File: src/rtl/audio_interp_feeder_pkg.sv
// audio_interp_feeder_pkg: shared audio widths, volume unity, midscale and ramp state encoding
package audio_interp_feeder_pkg;
  localparam int AUDIO_W = 16;
  localparam int VOL_W = 7;
  localparam int VOL_UNITY = 64;
  localparam logic [AUDIO_W-1:0] MIDSCALE = 16'h8000;
  typedef enum logic {IDLE, RAMP} state_t;
endpackage

File: src/rtl/audio_vol_scale.sv
// audio_vol_scale: clamped volume multiply, then offset-binary conversion with a one-clock strobe
module audio_vol_scale
  import audio_interp_feeder_pkg::*;
(
  input  logic                      clk,
  input  logic                      reset,
  input  logic                      in_valid,
  input  logic signed [AUDIO_W-1:0] in_sample,
  input  logic [VOL_W-1:0]          volume,
  output logic [AUDIO_W-1:0]        out_sample,
  output logic                      out_strobe
);
  localparam int PW = AUDIO_W + VOL_W;
  localparam int SH = $clog2(VOL_UNITY);
  logic [VOL_W-1:0] vol;
  logic signed [PW-1:0] product;
  logic [AUDIO_W-1:0] scaled;
  logic scaled_valid;
  assign vol = volume > VOL_W'(VOL_UNITY) ? VOL_W'(VOL_UNITY) : volume;
  assign product = PW'(in_sample) * PW'($signed({1'b0, vol}));
  always_ff @(posedge clk or posedge reset) begin
    if (reset) begin
      scaled <= '0;
      scaled_valid <= 1'b0;
      out_sample <= MIDSCALE;
      out_strobe <= 1'b0;
    end else begin
      scaled_valid <= in_valid;
      out_strobe <= scaled_valid;
      if (in_valid) scaled <= AUDIO_W'(product >>> SH);
      if (scaled_valid) out_sample <= scaled ^ MIDSCALE;
    end
  end
endmodule

File: src/rtl/audio_interp_feeder.sv
// audio_interp_feeder: linear interpolation between mixer samples, one volume-scaled DAC value per PWM frame
module audio_interp_feeder
  import audio_interp_feeder_pkg::*;
#(
  parameter int LOG2_STEPS = 5,
  parameter int TICK_DIV   = 32
) (
  input  logic               clk,
  input  logic               reset,
  input  logic               in_valid,
  output logic               in_ready,
  input  logic [AUDIO_W-1:0] in_sample,
  input  logic [VOL_W-1:0]   volume,
  output logic [AUDIO_W-1:0] out_sample,
  output logic               out_strobe,
  output logic               underrun
);
  localparam int AW = AUDIO_W + 1 + LOG2_STEPS;
  localparam int CW = TICK_DIV > 1 ? $clog2(TICK_DIV) : 1;
  state_t state;
  logic [CW-1:0] cnt;
  logic [LOG2_STEPS-1:0] step;
  logic pending, tick, last, advance, load, interp_valid;
  logic signed [AUDIO_W-1:0] hold, start, target, interp, interp_r;
  logic signed [AUDIO_W:0] delta;
  logic signed [AW-1:0] acc, acc_nx;
  assign in_ready = !pending;
  assign tick = cnt == CW'(TICK_DIV - 1);
  assign last = &step;
  assign advance = tick && state == RAMP;
  assign load = tick && pending && (state == IDLE || last);
  assign acc_nx = acc + {{LOG2_STEPS{delta[AUDIO_W]}}, delta};
  // the final step lands on target exactly so no truncation residue carries into the next ramp
  assign interp = last ? target : start + AUDIO_W'(acc_nx >>> LOG2_STEPS);
  always_ff @(posedge clk or posedge reset) begin
    if (reset) begin
      state <= IDLE;
      cnt <= '0;
      step <= '0;
      pending <= 1'b0;
      hold <= '0;
      start <= '0;
      target <= '0;
      delta <= '0;
      acc <= '0;
      interp_r <= '0;
      interp_valid <= 1'b0;
      underrun <= 1'b0;
    end else begin
      cnt <= tick ? '0 : cnt + 1'b1;
      interp_valid <= advance;
      pending <= !load && (pending || in_valid);
      if (in_valid && !pending) hold <= in_sample;
      if (advance) begin
        interp_r <= interp;
        acc <= acc_nx;
        step <= step + 1'b1;
        if (last && !pending) begin
          underrun <= 1'b1;
          state <= IDLE;
        end
      end
      if (load) begin
        start <= target;
        delta <= {hold[AUDIO_W-1], hold} - {target[AUDIO_W-1], target};
        target <= hold;
        acc <= '0;
        step <= '0;
        state <= RAMP;
      end
    end
  end
  audio_vol_scale u_vol (
    .clk(clk),
    .reset(reset),
    .in_valid(interp_valid),
    .in_sample(interp_r),
    .volume(volume),
    .out_sample(out_sample),
    .out_strobe(out_strobe)
  );
endmodule
File: config.mk
export PLATFORM = sky130hd
export DESIGN_NAME = audio_interp_feeder
export DESIGN_NICKNAME = d
export VERILOG_FILES = /design/src/rtl/audio_interp_feeder_pkg.sv /design/src/rtl/audio_vol_scale.sv /design/src/rtl/audio_interp_feeder.sv
export SDC_FILE = /design/constraint.sdc
export NUM_CORES = 1
export LEC_CHECK = 0
export ABC_AREA = 1
export CELL_PAD_IN_SITES_DETAIL_PLACEMENT = 1
export CELL_PAD_IN_SITES_GLOBAL_PLACEMENT = 1
export CORE_MARGIN = 4
export CORE_UTILIZATION = 40
export DETAILED_ROUTE_END_ITERATION = 10
export HOLD_SLACK_MARGIN = 0.1
export PLACE_DENSITY_LB_ADDON = 0.1
export SYNTH_ARGS = -nofsm -noshare
export SYNTH_HDL_FRONTEND = slang
export SYNTH_SLANG_ARGS = --single-unit
File: constraint.sdc
create_clock -name clk -period 7.7 [get_ports clk]
set_input_delay 1.925 -clock clk [delete_from_list [all_inputs] [get_ports clk]]
set_output_delay 1.925 -clock clk [all_outputs]
set_load 0.01 [all_outputs]
Yosys cells after proc, flatten, opt, wreduce, memory -nomap -nowiden
Index checks and enable logic that the tools add are counted.

Bits in registers: 151. Input port bits: 26. Output and inout port bits: 19. Word-level logic and storage cells: 51.

Add/sub/neg operators: 5. Multiply operators: 1. $lt $le $gt $ge: 1. Equality and inequality tests: 1. Mux-type cells: 10. Bitwise operators: 2. Reduce and logical (&&, ||, !) cells: 15.

Operator list (count): 2-to-1 mux 22 bit (2); adder 22 bit (1); multiplier 16 x 8 -> 22 bit (1); subtractor 16 x 16 -> 17 bit (1); adder 16 bit (1); 2-to-1 mux 16 bit (1); 2-to-1 mux 5 bit (3); adder 5 x 1 -> 5 bit (second input constant) (2); > comparator 7 bit (second input constant) (1); 2-to-1 mux 7 bit (1); logical AND 1 bit (6); == test 5 bit (second input constant) (1); AND reduction 5 bit (1); AND reduction 2 bit (2); nonzero test 2 bit (2); 2-to-1 mux 1 bit (3); zero test 1 bit (2); logical OR 1 bit (2); inverter 1 bit (2).

Depth between registers and ports, before layout
Depth after elaboration: 5. Gate-level depth with buffers: 27. Depth with buffers taken out: 27.

Cells and area by module
Synthesis repeated with hierarchy kept, for this count alone.

Cells, all modules: 1554. Area total of the unflattened synthesis: 12258.0 µm².

Modules (own cells, without submodules): audio_interp_feeder (times used 1, cells an instance 860, area an instance 7020.5 µm², seq. area each 2902.8 µm²); audio_vol_scale (times used 1, cells an instance 694, area an instance 5237.5 µm², seq. area each 852.1 µm²).

Worst setup path before layout
OpenSTA, ideal clock, no wires.

Path kind: input port to flip-flop. From: input volume[4]. To: register u_vol.scaled[15]. Library setup time: 0.117 ns. Arrival: 5.966 ns. Data required time: 7.583 ns. Slack: 1.617 ns. Stages on the path: 23. Path buffers: 0. Cell sequence: nor2_1 nand3_1 nand2_2 nand2_1 clkinv_1 nand2_1 fa_1 inv_1 fa_1 fa_1 inv_1 fa_1 inv_1 ha_1 a21oi_1 o21ai_0 inv_1 o21ai_0 a21oi_1 nand2_1 or2_1 nand3_1 nand2_1.

Word-level cells in the longest chain between the ends: 3.

Ends and longest elaborated chain: start: declaration (line audio_interp_feeder.sv:13) `input logic [VOL_W-1:0] volume,`; > comparator 7 bit (line audio_vol_scale.sv:19) `assign vol = volume > VOL_W'(VOL_UNITY) ? VOL_W'(VOL_UNITY) : volume;`; 2-to-1 mux 7 bit * (line audio_vol_scale.sv:19); multiplier 16 x 8 -> 22 bit * (line audio_vol_scale.sv:20) `assign product = PW'(in_sample) * PW'($signed({1'b0, vol}));`; end signal: assignment (line audio_vol_scale.sv:30) `if (in_valid) scaled <= AUDIO_W'(product >>> SH);`; end: declaration (line audio_vol_scale.sv:17) `logic [AUDIO_W-1:0] scaled;`.

Mark *: on every way between the ends. The rest lies on a longest branch, timed or not. A chain may end at the register's enable or synchronous reset.

Worst setup path in the final report
From: input volume[6]. To: register u_vol.scaled[11].

Same word-level chain as after synthesis.

==> results.md <==
* Final Setup Violations at 0
* CP Buf/Inv Count at 6
* GRT Overall Usage at 22.2%
* Die area at 33400 um2
* Vias per inst at 5.09
* Yosys reg bits at 150
* Max Slew Vio Count at 0
* Synth async-reset ratio at 100%
* Routed WL at 35200 um
* Setup TNS at 0 ns
* Max FO, Critical Path at 10
* Final Hold Viols at 0
* Initial core utilization at 40.8%
* Critical R2R Launch: interp_r[15]
* Routed vias at 10100
* R2R setup slack at 2.89 ns
* H-tree levels at 4
* Post-route insts no fill at 1977
* R2R Path End: u_vol.scaled[15]
* Area of the multi-input gates at 7310 um2
* Dpl cells at 1949
* ANT cells at 0
* Critical path depth in cells at 23
* Post-layout nets at 1783
* Gpl congestion at 0.894
* Register-to-Register Path Depth at 21
* Period utilization at 91.1%
* CTS tree: done
* CTS Hold Buffers Added at 0
* CP Launch Point: volume[6]
* Die X at 183 um
* Worst path most repeated cell: nand2_1
* Synth Cell Area at 12200 um2
* Fill cells at 3640
* Post-DP HPWL at 28600 um
* Core area at 29900 um2
* Max VDD drop at 0.168 mV
* Sequential fraction of the synthesis area at 30.8%
* IO Port Bufs at 44
* Std cell rows at 63
* Later-pin clock latency in the skew report at 0.44 ns
* Critical path, cell by cell: clkdlybuf4s50_1, nand2_2, nand2_1, clkinv_1, nand2_1, fa_1, inv_1, fa_1, fa_1, inv_1, fa_1, inv_1, ha_1, nand2_1, nor2_1, inv_1, nor3_1, a21o_1, nand2_1, nand2_1, nand2_1, nand3_1, o21ai_0
* CP delay by family, top: adder cells
* Status: complete, no violations
* P&R area growth vs syn at 11.6%
* Post-synthesis cell type count at 61
* First-pass GRT wire length at 58200 um
* # clock sinks at 150
* Routed WL per cell at 17.8 um
* Hold Path Stages at 1
* Synth Area per Inst at 7.94 um2
* IO Pins at 45
* Post-synth EDFFs at 0
* YS warnings at 0
* Drc violations at 0
* Synth Flop Type: dfrtp_1
* Post-CTS setup buffers at 0
* CP max stage delay at 0.74 ns
* Slowest cell on the critical path: clkdlybuf4s50_1
* Crit Path Category: input pin to register
* DRT Pass-1 Iters at 4
* LEAKAGE at 7.16 nW
* Minimum clock period at 7.02 ns
* Grt total ovfl at 0
* Worst-path clk slew at 0.06 ns
* P per Cell Area at 147 nW/um2
* Sequential cell area at 3750 um2
* F_max at 0.143 GHz
* Endpoint class of the critical path: register
* DRT iter0 DRCs at 353
* Clock root buffer: clkbuf_16
* Max-cap viol count at 0
* HP Class: register to register
* Relative slew slack at 28.6%
* CTS buffer count at 17
* Layout cells sized above 1 at 6.11%
* Post-DRT Antenna Nets at 0
* Synth Instances at 1536
* Tightest Pin Transition at 1.07 ns
* Critical Path Start Type: input pin
* RSZ-0062 raised after global routing: false
* Skew final at 0.0116 ns
* Critical Path AT at 7.32 ns
* Synth Net Count at 1741
* Initial antenna violation count at 0
* Bufs on Longest Clock Path at 2
* Worst Path Required at 8.00 ns
* Chip height at 183 um
* CTS resizes at 0
* Number of global-route vias before repair at 11200
* Largest net degree at the start of global routing at 93
* CP endpoint: u_vol.scaled[11]
[through the flow]
step                      hold slack (ns)  worst slack [ns]  util [%]  total power [mW]  area, um2
final                               0.450             0.683      45.6              2.00      13600
after global routing                0.494             0.260      45.6              2.11      13600
after CTS                           0.453             0.688      45.6              2.02      13600
after detailed placement            0.444             0.211      43.8              1.23      13100
after global placement              0.448             0.295      43.8              1.22      13100
after floorplan                     0.406              1.62         -              1.12      12200
[kinds of logic (layout without fill, tap and decap cells)]
logic type               after synthesis  count (layout)  share of synthesized area (%)
AND/OR/NAND/NOR                      608             608                           20.9
buffers and inverters                298             349                           9.37
AO/OA/AOI/OAI                        260             260                           12.4
adder cells (fa/ha/maj)              179             179                           23.5
flip-flops                           150             150                           30.8
XOR/XNOR                              40              40                           3.00
multiplexers                           1               1                         0.0923
[layer usage]
metal,up-vias,track usage (%),wire [um]
met3,49,3.45,699
met1,4964,26.5,15300
met5,-,0,0
met4,0,6.90,893
li1,4933,-,-
met2,117,40.8,18400
[area by class of cell]
cell class / count / area share [%]
sequential: 150 / 27.6
clock inverter: 5 / 0.386
clock buffer: 23 / 3.44
multi-input combinational: 1088 / 53.7
tap: 390 / 3.59
timing repair buffer: 55 / 3.84
inverter: 266 / 7.41
[sequential cells by signal, summed over array words and instances, names as in the netlist, 5 cells and up]
| signal | count |
|---|---|
| acc | 21 |
| cnt | 5 |
| delta | 17 |
| hold | 16 |
| interp_r | 16 |
| start | 16 |
| step | 5 |
| target | 16 |
| u_vol.out_sample | 16 |
| u_vol.scaled | 16 |
[report_power, final]
group | internal [mW] | switching, mW
Combinational | 0.128 | 0.244
Clock | 0.452 | 0.328
Sequential | 0.821 | 0.0236
Total | 1.40 | 0.595
[how the worst min path moves through the flow]
| stage | from | end | slack [ns] |
|---|---|---|---|
| floorplan | u_vol.scaled[15] | u_vol.out_sample[15] | 0.41 |
| global placement | cnt[0] | cnt[0] | 0.45 |
| detailed placement | cnt[0] | cnt[0] | 0.44 |
| CTS | cnt[0] | cnt[0] | 0.45 |
| global route | u_vol.out_sample[1] | u_vol.out_sample[1] | 0.49 |
| finish | cnt[0] | cnt[0] | 0.45 |
[synthesized netlist by cell type, types with 2 or more instances]
| cell type | instances | area (um2) |
|---|---|---|
| a211oi_1 | 2 | 15.0 |
| a21o_1 | 7 | 52.6 |
| a21oi_1 | 92 | 460 |
| a21oi_2 | 5 | 43.8 |
| a22o_1 | 9 | 78.8 |
| a31oi_1 | 5 | 31.3 |
| and2_1 | 6 | 37.5 |
| buf_1 | 3 | 11.3 |
| buf_2 | 6 | 30.0 |
| clkbuf_1 | 21 | 78.8 |
| clkinv_1 | 4 | 15.0 |
| dfrtp_1 | 149 | 3730 |
| fa_1 | 83 | 1660 |
| ha_1 | 96 | 1200 |
| inv_1 | 254 | 953 |
| inv_2 | 7 | 26.3 |
| nand2_1 | 357 | 1340 |
| nand2_2 | 19 | 119 |
| nand3_1 | 52 | 260 |
| nand3_2 | 3 | 30.0 |
| nand3b_1 | 5 | 37.5 |
| nand4_1 | 10 | 62.6 |
| nor2_1 | 134 | 503 |
| nor2_2 | 3 | 18.8 |
| nor2_4 | 2 | 22.5 |
| nor3_1 | 7 | 35.0 |
| nor4_1 | 2 | 12.5 |
| o21a_1 | 4 | 30.0 |
| o21ai_0 | 99 | 495 |
| o21ai_1 | 5 | 25.0 |
| o21ai_2 | 6 | 52.6 |
| o21bai_1 | 5 | 37.5 |
| o221ai_1 | 4 | 35.0 |
| o22ai_1 | 2 | 12.5 |
| o31ai_1 | 2 | 15.0 |
| or2_1 | 2 | 12.5 |
| or2_2 | 3 | 18.8 |
| xnor2_1 | 21 | 184 |
| xor2_1 | 17 | 149 |
| xor2_2 | 2 | 32.5 |
[cell usage in the layout (no fill, tap or decap), types with 3 or more instances in the layout]
| cell | netlist | final |
|---|---|---|
| a21o_1 | 7 | 7 |
| a21oi_1 | 92 | 92 |
| a21oi_2 | 5 | 5 |
| a22o_1 | 9 | 9 |
| a31oi_1 | 5 | 5 |
| and2_1 | 6 | 6 |
| buf_4 | 1 | 11 |
| clkbuf_1 | 21 | 4 |
| clkbuf_16 | 0 | 17 |
| clkdlybuf4s50_1 | 0 | 44 |
| clkinv_1 | 4 | 4 |
| clkinv_2 | 0 | 3 |
| dfrtp_1 | 149 | 149 |
| fa_1 | 83 | 83 |
| ha_1 | 96 | 96 |
| inv_1 | 254 | 253 |
| inv_2 | 7 | 7 |
| nand2_1 | 357 | 357 |
| nand2_2 | 19 | 19 |
| nand3_1 | 52 | 51 |
| nand3_2 | 3 | 3 |
| nand3b_1 | 5 | 5 |
| nand4_1 | 10 | 10 |
| nor2_1 | 134 | 134 |
| nor2_2 | 3 | 3 |
| nor3_1 | 7 | 7 |
| o21a_1 | 4 | 4 |
| o21ai_0 | 99 | 99 |
| o21ai_1 | 5 | 5 |
| o21ai_2 | 6 | 6 |
| o21bai_1 | 5 | 5 |
| o221ai_1 | 4 | 4 |
| or2_2 | 3 | 3 |
| xnor2_1 | 21 | 21 |
| xor2_1 | 17 | 17 |
No activity file was read; power rests on OpenSTA's default activity.
